[src/rtl/fifo_ctrl16.sv]
// fifo_ctrl16: push/pop controller driving a 16x8 dual-port sync RAM (no data storage); rd_valid one cycle after an accepted pop.
// Optional sticky overflow/underflow flags are built only when FIFO_CTRL16_ERR_EN is defined.
module fifo_ctrl16 #(
  parameter int DEPTH    = 16,
  parameter int WIDTH    = 8,
  parameter int ADDR     = 4,
  parameter int AF_LEVEL = 14,
  parameter int AE_LEVEL = 2
) (
  input  logic             clk,
  input  logic             rst,
  input  logic             push,
  input  logic [WIDTH-1:0] push_data,
  input  logic             pop,
  input  logic             err_clr,
  output logic             ram_wr,
  output logic [ADDR-1:0]  ram_wraddr,
  output logic [WIDTH-1:0] ram_din,
  output logic             ram_rd,
  output logic [ADDR-1:0]  ram_rdaddr,
  output logic             rd_valid,
  output logic [ADDR:0]    count,
  output logic             full,
  output logic             empty,
  output logic             almost_full,
  output logic             almost_empty,
  output logic             overflow,
  output logic             underflow
);

  localparam logic [ADDR:0] DEPTH_C = (ADDR+1)'(DEPTH);
  localparam logic [ADDR:0] AF_C    = (ADDR+1)'(AF_LEVEL);
  localparam logic [ADDR:0] AE_C    = (ADDR+1)'(AE_LEVEL);

  logic [ADDR:0] wptr;
  logic [ADDR:0] rptr;

  assign full         = (count == DEPTH_C);
  assign empty        = (count == '0);
  assign almost_full  = (count >= AF_C);
  assign almost_empty = (count <= AE_C);

  // Strobes are gated by rst so nothing reaches the RAM while reset is held.
  assign ram_wr     = push & ~full & rst;
  assign ram_rd     = pop & ~empty & rst;
  assign ram_wraddr = wptr[ADDR-1:0];
  assign ram_rdaddr = rptr[ADDR-1:0];
  assign ram_din    = push_data;

  always_ff @(posedge clk or negedge rst) begin
    if (!rst) begin
      wptr     <= '0;
      rptr     <= '0;
      count    <= '0;
      rd_valid <= 1'b0;
    end else begin
      rd_valid <= ram_rd;
      if (ram_wr) wptr <= wptr + 1'b1;
      if (ram_rd) rptr <= rptr + 1'b1;
      case ({ram_wr, ram_rd})
        2'b10:   count <= count + 1'b1;
        2'b01:   count <= count - 1'b1;
        default: count <= count;
      endcase
    end
  end

`ifdef FIFO_CTRL16_ERR_EN
  // A new error on the same edge as err_clr keeps the flag set.
  always_ff @(posedge clk or negedge rst) begin
    if (!rst) begin
      overflow  <= 1'b0;
      underflow <= 1'b0;
    end else begin
      if (push & full)  overflow <= 1'b1;
      else if (err_clr) overflow <= 1'b0;
      if (pop & empty)  underflow <= 1'b1;
      else if (err_clr) underflow <= 1'b0;
    end
  end
`else
  logic err_clr_unused;
  assign err_clr_unused = err_clr;
  assign overflow       = 1'b0;
  assign underflow      = 1'b0;
`endif

endmodule

[config.mk]
export PLATFORM = sky130hd
export DESIGN_NAME = fifo_ctrl16
export DESIGN_NICKNAME = d
export VERILOG_FILES = /design/src/rtl/fifo_ctrl16.sv
export SDC_FILE = /design/constraint.sdc
export NUM_CORES = 1
export LEC_CHECK = 0
export ABC_AREA = 0
export ABC_CLOCK_PERIOD_IN_PS = 3700
export CAP_MARGIN = 20
export CORE_AREA = 2 2 58 60
export CTS_BUF_LIST = sky130_fd_sc_hd__clkbuf_4 sky130_fd_sc_hd__clkbuf_8
export DETAILED_ROUTE_END_ITERATION = 16
export DIE_AREA = 0 0 60 62
export PLACE_DENSITY = 0.7
export SLEW_MARGIN = 20
export SYNTH_ARGS = -nofsm -noshare
export SYNTH_HDL_FRONTEND = slang
export SYNTH_SLANG_ARGS = --single-unit
[constraint.sdc]
create_clock -name clk -period 3.7 [get_ports clk]
set_input_delay 0.37 -clock clk [delete_from_list [all_inputs] [get_ports clk]]
set_output_delay 0.37 -clock clk [all_outputs]
set_load 0.005 [all_outputs]
Word level (Yosys, flattened, before mapping)
Cells that the tools add are included.
- $add $sub $neg: 4
- magnitude comparators: 2
- equality and inequality tests: 3
- mux-type cells: 1
- bitwise gates (word level): 6
- reductions and logical operators: 2
- operators by type and width (cell ; number):
    5-bit by 1-bit adder with 5-bit output (second input constant) ; 3
    5-bit case mux with 2 select lines ; 1
    5-bit == test (second input constant) ; 1
    5-bit by 4-bit >= comparator with 1-bit output (second input constant) ; 1
    5-bit by 2-bit less-or-equal comparator with 1-bit output (second input constant) ; 1
    5-bit zero test ; 1
    5-bit by 1-bit subtractor with 5-bit output (second input constant) ; 1
    1-bit AND ; 4
    2-bit by 1-bit == test with 1-bit output (second input constant) ; 1
    2-bit == test (second input constant) ; 1
    1-bit inverter ; 2
    2-bit nonzero test ; 1
- register bits: 16
- bits of input ports: 13
- output and inout port bits: 30

Depth between registers and ports, before layout
Gate-level depths: netlist of the first run.
- depth in word-level cells: 6
- mapped depth: 11

Worst setup path after synthesis of the first run
No wires, ideal clock.
- kind: register -> register
- start: register count[3]
- end: register count[4]
- setup time: 0.146 ns
- arrival time: 2.548 ns
- required time: 3.554 ns
- setup slack: 1.006 ns
- stages on the path, launching flop included: 9
- path buffers: 0
- period minus slack after synthesis: 2.694 ns
- cell sequence: dfrtp_1 > or3_4 > o311a_4 > ha_1 > ha_1 > nor2b_1 > or4_1 > nand3_1 > o311ai_0
- word-level cells in the longest chain between the ends: 6
- elaborated cells between the ends (all ways): 14
- those cells by class: add/sub (2); eq/ne (3); mux (1); bitwise (6); reduce/logical (2)
- ends and longest elaborated chain (element ; line ; source):
    from (decl) ; 22 ; output logic [ADDR:0] count,
    from (signal assigned) ; 61 ; 2'b10: count <= count + 1'b1;
    from (signal assigned) ; 62 ; 2'b01: count <= count - 1'b1;
    from (signal assigned) ; 63 ; default: count <= count;
    5-bit zero test (*) ; 39 ; assign empty = (count == '0);
    1-bit inverter (*) ; 45 ; assign ram_rd = pop & ~empty & rst;
    1-bit AND (*) (2 in series) ; 45 ;
    via ram_rd ; 19 ; output logic ram_rd,
    2-bit by 1-bit == test with 1-bit output / 2-bit == test (equally long branches) ; 60 ; case ({ram_wr, ram_rd})
    5-bit case mux with 2 select lines / 2-bit nonzero test (equally long branches) ; - ;
Mark *: on every way through the listed nets, which the timed path passes. The rest lies on a longest branch.
A chain may end at the register's enable or synchronous reset.

Worst setup path after layout of the first run
- start: register count[3]
- end: register count[4]
- word-level cells in the longest chain between the ends: 6
- elaborated cells between the ends (all ways): 14
- those cells by class: add/sub (2); eq/ne (3); mux (1); bitwise (6); reduce/logical (2)
- ends and longest elaborated chain (element ; line):
    5-bit == test / 5-bit zero test (equally long branches) ; 38, 39
    1-bit inverter (on tied branches) ; 44, 45
    1-bit AND (on tied branches) (2 in series) ; 44, 45
    2-bit by 1-bit == test with 1-bit output / 2-bit == test (equally long branches) ; 60
    5-bit case mux with 2 select lines / 2-bit nonzero test (equally long branches) ; -
Several ways; a longest one is shown, not always the timed one.

==> summary.txt, run 1 <==
outcome: complete, no violations
Synth Instances: 84
CP Data Required Time: 3830 ps
top-count cell post-synth: dfrtp_1
row count: 21
ANT cells: 0
Fill cells: 328
Max Cap Viol: 0
sequential share of the synthesized area: 40.0%
global-route usage over all layers: 10.8%
Synth area leader: dfrtp_1
Clock Latency Late Sink: 270 ps
Crit Path Max Fanout: 8
Layout area overhead: 28.0%
DRC violation count after routing: 0
Reg area: 350 sq um
Fmax achieved: 347 MHz
Yosys reg bits: 14
Power Density: 781 nW/um^2
routed length on met3: 151 um
max-slew violations: 0
Final period util: 77.9%
HPWL Detailed: 1330 um
GRT overflow: 0
die height: 62 um
1st-iter DRT viols: 22
Multi-input gate area: 430 sq um
Max Clock Skew: 0.775 ps
worst reg2reg path endpoint: count[4]
routed wl met2: 822 um
CP endpoint kind: flip-flop
first-pass GRT wire length: 2980 um
Ports: 43
WP data arrival: 3010 ps
H-tree Lvls: 1
Post-synth ARST share: 100%
Post-CTS Repair Setup Buffers: 0
setup_tns: 0 ps
YS warnings: 0
CTS tree: built
synth unique cells: 34
EDFF count, synth: 0
vias in the first global route: 675
Post-Syn Area: 876 sq um
Util after Layout: 35.3%
Synth Flop Type: dfrtp_1
top cell type's share of synthesized area: 40.0%
Final #Nets: 123
HP Class: in2async
FF-to-FF Start: count[3]
Lkg Pwr: 0.470 nW
final hold violations: 0
Commonest cells post-synth: dfrtp_1 (14), buf_4 (10), ha_1 (6), nand2_1 (6)
CTS-repair resized insts: 0
total CTS buffers: 3
WS Path Type: reg2reg
antenna violations before repair: 0
CP Launch Type: flip-flop
Reg2Reg Depth: 8
fin crit period: 2880 ps
total wire length: 1740 um
Post-Route M1 WL: 766 um
Top Layer Used: met3
DR pass1 iterations: 4
RSZ-0062 raised after global routing: no
layout cells sized above 1: 10.9%
Vias per Instance: 4.51
setup violators final: 0
CTS root buffer: clkbuf_4
Synth Area per Inst: 10.4 sq um
mean routed wirelength per cell: 11.8 um
largest net degree at the start of global routing: 14
Reg2Reg Setup Slack: 820 ps
Die Footprint: 3720 sq um
vias after detailed routing: 663
Peak VDD IR: 352 uV
Worst setup startpoint: count[3]
Synth area leaders: dfrtp_1 (40%), buf_4 (8.6%), ha_1 (8.6%), xnor2_1 (5.0%), xor2_1 (4.0%)
Final ANT Viol Nets: 0
PortBufs: 23
chip width: 60 um
core area: 3180 sq um
clk sinks: 14
Initial Util: 27.5%
Clock Path Buffers: 2
Hold Buf Count CTS: 0
Clock transition at path regs: 80 ps
routability cong.: 0.748
==> area by class of cell <==
class	count	area share, %
Multi-Input combinational cell	55	38.4
Sequential cell	14	31.2
Timing Repair Buffer	25	21.9
Tap cell	46	5.13
Inverter	4	1.34
Clock buffer	3	2.01
==> power breakdown <==
part / internal [mW] / switching (mW) / leakage [nW]
combinational: 0.294 / 0.169 / 0.287
sequential: 0.227 / 0.103 / 0.169
clock: 0.0376 / 0.0450 / 0.0138
total: 0.559 / 0.317 / 0.470
==> worst max path at each step <==
stage,endpoint,slack [ps],depth (start not counted)
final,count[4],820,8
after global routing,count[4],670,8
after CTS,count[4],820,8
after detailed placement,count[4],560,11
after global placement,count[4],630,11
after floorplan,count[4],1010,8
==> metal layers <==
layer  track usage (%)  up-vias
met5                 0        -
met4              3.81        0
met3              3.93        0
met2              17.7       27
met1              13.2      321
li1                  -      315
==> registers in the layout (all words and copies together) (netlist names) <==
name      cells
rptr          4
count         5
wptr          4
rd_valid      1
==> critical path, stage by stage (launching register included) <==
cell      delay [ps]
dfrtp_1          440
or3_4            420
o311a_4          360
ha_1             300
ha_1             350
nor2b_1          170
or4_1            470
nand3_1           90
o311ai_0         130
==> metrics by stage <==
| stage | std cells | worst slack [ps] | hold slack, ps | total power [mW] | cell area, sq um |
|---|---|---|---|---|---|
| floorplan | 85 | 1010 | 74.4 | 0.558 | 880 |
| global placement | 144 | 628 | 458 | 0.775 | 1100 |
| detailed placement | 144 | 557 | 462 | 0.797 | 1100 |
| CTS | 147 | 820 | 347 | 0.887 | 1120 |
| global route | 147 | 666 | 332 | 0.958 | 1120 |
| finish | 147 | 819 | 350 | 0.875 | 1120 |
==> cells in the final DEF (no fill, tap or decap), types with 2 or more instances in the layout <==
cell / instances
clkbuf_4: 3
nor2_1: 2
dfrtp_1: 14
inv_1: 4
ha_1: 6
buf_4: 2
clkdlybuf4s50_1: 23
a21oi_1: 2
nand2_1: 6
nand4_1: 2
xnor2_1: 5
nor3_1: 2
conb_1: 2
o21ai_0: 5
xor2_1: 4
==> cell families (layout without fill, tap and decap cells) <==
kind of cell    count (synthesis)  after routing  synth area share (%)
compound gates                 14             14                  12.0
xor+xnor                        9              9                  9.00
fa+ha+maj                       7              7                  10.9
buf+inv                        16             32                  11.3
flops                          14             14                  40.0
mux                             2              2                  3.00
other cells                     1              2                 0.428
simple gates                   21             21                  13.4
Power figures use the tool's default switching activity.
==> run 2: changes to the inputs <==
--- a/config.mk
+++ b/config.mk
@@ -6,7 +6,7 @@
 export NUM_CORES = 1
 export LEC_CHECK = 0
 export ABC_AREA = 0
-export ABC_CLOCK_PERIOD_IN_PS = 3700
+export ABC_CLOCK_PERIOD_IN_PS = 2900
 export CAP_MARGIN = 20
 export CORE_AREA = 2 2 58 60
 export CTS_BUF_LIST = sky130_fd_sc_hd__clkbuf_4 sky130_fd_sc_hd__clkbuf_8
==> constraint.sdc (replaced) <==
create_clock -name clk -period 2.9 [get_ports clk]
set_input_delay 0.29 -clock clk [delete_from_list [all_inputs] [get_ports clk]]
set_output_delay 0.29 -clock clk [all_outputs]
set_load 0.005 [all_outputs]
==> summary.txt, run 2 (synthesis gave the netlist of run 1 again) <==
Peak VDD IR: 395 uV (was 352 uV)
WS Path Type: reg2reg (unchanged)
Vias per Instance: 4.47 (was 4.51)
row count: 21 (unchanged)
Hold Buf Count CTS: 0 (unchanged)
Reg2Reg Setup Slack: 190 ps (was 820 ps)
setup violators final: 0 (unchanged)
core area: 3180 sq um (unchanged)
Sw Pwr: 412 uW (was 317 uW)
Fill cells: 336 (was 328)
CTS tree: built (unchanged)
biggest regs: count (5), rptr (4), wptr (4) (unchanged)
layout cells sized above 1: 16.0% (was 10.9%)
antenna violations before repair: 0 (unchanged)
vias after detailed routing: 679 (was 663)
Ports: 43 (unchanged)
fin crit period: 2710 ps (was 2880 ps)
most common cell after layout, fill and taps aside: clkdlybuf4s50_1 (unchanged)
1st-iter DRT viols: 5 (was 22)
placed instance count: 149 (was 144)
mean routed wirelength per cell: 12.1 um (was 11.8 um)
Worst setup startpoint: count[3] (unchanged)
Layout area overhead: 32.6% (was 28.0%)
final non-filler cell total: 152 (was 147)
Most flops, register: count (unchanged)
FF-to-FF Start: count[3] (unchanged)
clk sinks: 14 (unchanged)
Post-CTS Repair Setup Buffers: 0 (unchanged)
CP Launch Type: flip-flop (unchanged)
total wire length: 1830 um (was 1740 um)
die height: 62 um (unchanged)
chip width: 60 um (unchanged)
Final ANT Viol Nets: 0 (unchanged)
Clock Latency Late Sink: 270 ps (about the same)
Clock Path Buffers: 2 (unchanged)
ANT cells: 0 (unchanged)
worst reg2reg path endpoint: count[4] (unchanged)
Max Cap Viol: 0 (unchanged)
Util after Layout: 36.5% (was 35.3%)
Multi-input gate area: 433 sq um (was 430 sq um)
Critical Path End: count[4] (unchanged)
most frequent cells in the layout: clkdlybuf4s50_1 (23), dfrtp_1 (14), buf_4 (7) (was clkdlybuf4s50_1 (23), dfrtp_1 (14), nand2_1 (6), ha_1 (6))
Final period util: 93.5% (was 77.9%)
internal power: 745 uW (was 559 uW)
Power Density: 996 nW/um^2 (was 781 nW/um^2)
H-tree Lvls: 1 (unchanged)
routability cong.: 0.883 (was 0.748)
setup_tns: 0 ps (unchanged)
Max Clock Skew: 3.04 ps (was 0.775 ps)
combinational power share: 56.9% (was 52.9%)
Die Footprint: 3720 sq um (unchanged)
CP Data Required Time: 3020 ps (was 3830 ps)
Clock transition at path regs: 80 ps (about the same)
global-route usage over all layers: 11.1% (was 10.8%)
total CTS buffers: 3 (unchanged)
max reg flops: 5 (unchanged)
HP Class: reg2reg (was in2async)
DR pass1 iterations: 2 (was 4)
hold path cells: 1
Reg area: 350 sq um (unchanged)
Reg2Reg Depth: 8 (unchanged)
first-pass GRT wire length: 3060 um (was 2980 um)
GRT overflow: 0 (unchanged)
HPWL Detailed: 1470 um (was 1330 um)
DRC violation count after routing: 0 (unchanged)
Initial Util: 27.5% (unchanged)
Clock Power Share: 8.9% (was 9.4%)
vias in the first global route: 696 (was 675)
Lkg Pwr: 0.493 nW (was 0.470 nW)
CP endpoint kind: flip-flop (unchanged)
outcome: complete, no violations (unchanged)
Hold WS: 479 ps (was 350 ps)
Final #Nets: 128 (was 123)
PortBufs: 23 (unchanged)
WP data arrival: 2840 ps (was 3010 ps)
Fmax achieved: 369 MHz (was 347 MHz)
CTS root buffer: clkbuf_4 (unchanged)
worst hold path startpoint: rptr[3]
RSZ-0062 raised after global routing: no (unchanged)
largest net degree at the start of global routing: 15 (was 14)
Sw Share: 35.6% (was 36.2%)
final hold violations: 0 (unchanged)
Reg power frac: 34.2% (was 37.7%)
Crit Path Max Fanout: 7 (was 8)
max-slew violations: 0 (unchanged)
run 2: cell count changes in the layout (fill, tap and decap cells not counted), sizes merged:
cell  before  now
buf        2    7
run 2: area by class of cell:
class / instances / share of cell area [%]
inverter: 4 / 1.29
tap: 46 / 4.96
timing repair buffer: 30 / 24.4
clock buffer: 3 / 1.94
sequential: 14 / 30.2
multi-input combinational: 55 / 37.3
run 2: power groups by stage:
stage          Sequential (mW)  Clock [mW]  Combinational, mW
2_1_floorplan            0.396           0              0.316
3_3_place_gp             0.394           0              0.639
3_5_place_dp             0.401           0              0.662
4_1_cts                  0.399       0.108              0.666
5_1_grt                  0.414       0.116              0.726
6_report                 0.395       0.103              0.658
run 2: what timing repair did:
action | 4_1_cts | 5_1_grt
resized for setup | 0 | 1
endpoints found under the setup margin | 0 | 1
hold endpoints to repair | 0 | 0
run 2: how the worst min path moves through the flow:
stage / to
floorplan: count[0]
global placement: rptr[3]
detailed placement: rptr[3]
CTS: rptr[3]
global route: rptr[3]
finish: rptr[3]
run 2: layer usage:
layer | routed length (um) | part of all wire [%] | GRT usage [%]
met2 | 905 | 49 | 18.5
met5 | 0 | 0 | 0
met3 | 105 | 5.7 | 3.93
met1 | 824 | 45 | 13.7
met4 | 0 | 0 | 2.86
run 2: stage by stage:
step / power (mW) / setup slack (ps) / area, sq um
floorplan: 0.712 / 206 / 880
global placement: 1.03 / 149 / 1140
detailed placement: 1.06 / 89.5 / 1140
CTS: 1.17 / 126 / 1160
global route: 1.26 / 40.9 / 1160
finish: 1.16 / 190 / 1160
run 2: worst max-delay path: stages, from the launching register on:
cell      delay [ps]
dfrtp_1          380
or3_4            420
o311a_4          370
ha_2             210
ha_1             310
nor2b_1          170
or4_1            470
nand3_1          100
o311ai_0         130
==> run 3: changes to the inputs <==
--- a/config.mk
+++ b/config.mk
@@ -13,6 +13,7 @@
 export DETAILED_ROUTE_END_ITERATION = 16
 export DIE_AREA = 0 0 60 62
 export PLACE_DENSITY = 0.7
+export RECOVER_POWER = 50
 export SLEW_MARGIN = 20
 export SYNTH_ARGS = -nofsm -noshare
 export SYNTH_HDL_FRONTEND = slang
==> constraint.sdc (replaced) <==
create_clock -name clk -period 2.9 [get_ports clk]
set_input_delay 0.58 -clock clk [delete_from_list [all_inputs] [get_ports clk]]
set_output_delay 0.58 -clock clk [all_outputs]
set_load 0.005 [all_outputs]
==> summary.txt, run 3 (synthesis gave the netlist of run 1 again) <==
met2 GRT Util: 18.9% (was 18.5%)
most frequent cells in the layout: clkdlybuf4s50_1 (23), dfrtp_1 (14), buf_4 (14) (was clkdlybuf4s50_1 (23), dfrtp_1 (14), buf_4 (7))
Hold Buf Count CTS: 0 (unchanged)
global-route usage over all layers: 11.4% (was 11.1%)
RSZ-0062 raised after global routing: no (unchanged)
outcome: complete, no violations (unchanged)
Post-CTS Repair Setup Buffers: 0 (unchanged)
mean routed wirelength per cell: 12.1 um (about the same)
DR pass1 iterations: 4 (was 2)
max-slew violations: 0 (unchanged)
largest net degree at the start of global routing: 12 (was 15)
Final #Nets: 137 (was 128)
total CTS buffers: 3 (unchanged)
headroom to the max-slew limit: 63.0%
max reg flops: 5 (unchanged)
GR Util met1: 13.5% (was 13.7%)
Clock Path Buffers: 2 (unchanged)
gr busiest metal: met2 (unchanged)
Clock Latency Late Sink: 280 ps (was 270 ps)
CP Launch Type: input port (was flip-flop)
placed instance count: 158 (was 149)
CP Data Required Time: 3030 ps (was 3020 ps)
fin crit period: 2800 ps (was 2710 ps)
CTS-repair resized insts: 0 (unchanged)
routability cong.: 0.800 (was 0.883)
die height: 62 um (unchanged)
Fill cells: 314 (was 336)
final non-filler cell total: 162 (was 152)
HPWL Detailed: 1520 um (was 1470 um)
CTS tree: built (unchanged)
antenna violations before repair: 0 (unchanged)
vias after detailed routing: 726 (was 679)
Lkg Pwr: 0.536 nW (was 0.493 nW)
clk sinks: 14 (unchanged)
GRT overflow: 0 (unchanged)
first-pass GRT wire length: 3080 um (was 3060 um)
Die Footprint: 3720 sq um (unchanged)
CTS root buffer: clkbuf_4 (unchanged)
chip width: 60 um (unchanged)
Layout area overhead: 39.0% (was 32.6%)
Max Clock Skew: 6.50 ps (was 3.04 ps)
Vias per Instance: 4.48 (was 4.47)
ANT cells: 0 (unchanged)
worst slew pin tran: 556 ps
CP endpoint kind: flip-flop (unchanged)
Initial Util: 27.5% (unchanged)
PortBufs: 23 (unchanged)
Max Cap Viol: 0 (unchanged)
biggest regs: count (5), rptr (4), wptr (4) (unchanged)
H-tree Lvls: 1 (unchanged)
total wire length: 1960 um (was 1830 um)
WS Path Type: in2reg (was reg2reg)
Multi-input gate area: 415 sq um (was 433 sq um)
Fmax achieved: 357 MHz (was 369 MHz)
Reg area: 350 sq um (unchanged)
area post-placement: 1200 sq um (was 1140 sq um)
1st-iter DRT viols: 15 (was 5)
most common cell after layout, fill and taps aside: clkdlybuf4s50_1 (unchanged)
Ports: 43 (unchanged)
vias in the first global route: 681 (was 696)
Util after Layout: 38.3% (was 36.5%)
WP data arrival: 2940 ps (was 2840 ps)
Clock transition at path regs: 90 ps (was 80 ps)
HP Class: reg2reg (unchanged)
DRC violation count after routing: 0 (unchanged)
Power Density: 1000 nW/um^2 (was 996 nW/um^2)
row count: 21 (unchanged)
final hold violations: 0 (unchanged)
Final Cell Area: 1220 sq um (was 1160 sq um)
Peak VDD IR: 522 uV (was 395 uV)
met3 usage: 4.76% (was 3.93%)
Crit Path Max Fanout: 4 (was 7)
Final period util: 96.7% (was 93.5%)
setup violators final: 0 (unchanged)
layout cells sized above 1: 19.8% (was 16.0%)
core area: 3180 sq um (unchanged)
Most flops, register: count (unchanged)
Final ANT Viol Nets: 0 (unchanged)
[run 3: metrics by stage]
step | setup WS [ps] | setup TNS, ps | total power [mW] | hold WS [ps]
final | 96.4 | 0 | 1.22 | 473
after global routing | 15.8 | 0 | 1.32 | 506
after CTS | 83.9 | 0 | 1.25 | 478
after detailed placement | -230 | -258 | 1.10 | 462
after global placement | -151 | -157 | 1.07 | 458
after floorplan | 206 | 0 | 0.712 | 284
[run 3: report_power, final]
part | internal [mW] | total (mW) | switching (mW)
combinational | 0.426 | 0.677 | 0.251
clock | 0.0764 | 0.142 | 0.0652
sequential | 0.289 | 0.399 | 0.110
total | 0.792 | 1.22 | 0.426
[run 3: worst max-delay path, cell delays in order]
cell             delay, ps
clkdlybuf4s50_1        560
nand2_1                 80
a31oi_1                230
inv_1                   80
ha_1                   250
ha_1                   300
nor2b_1                150
or4_1                  460
nand3_1                 90
o311ai_0               150
[run 3: metal layers]
metal  part of all wire (%)  vias to the layer above
met5                      0                        -
met4                    1.3                        0
met3                    6.9                        5
met2                     46                       26
met1                     45                      350
li1                       -                      345
[run 3: final timing paths]
check                         start  endpoint  slack (ps)  depth (start not counted)
min in group asynchronous       rst  count[2]         690                          2
setup / recovery                rst  count[4]         100                         10
setup reg to reg           count[2]  count[4]         110                          8
hold reg to reg             rptr[3]   rptr[3]         470                          1
hold / removal              rptr[3]   rptr[3]         470                          1
max in group asynchronous       rst   rptr[0]        1670                          2
[run 3: layout make-up]
class	count	area share, %
multi-input combinational	55	34.1
sequential	14	28.8
timing repair buffer	39	28.2
tap	46	4.73
clock buffer	4	2.98
inverter	4	1.23
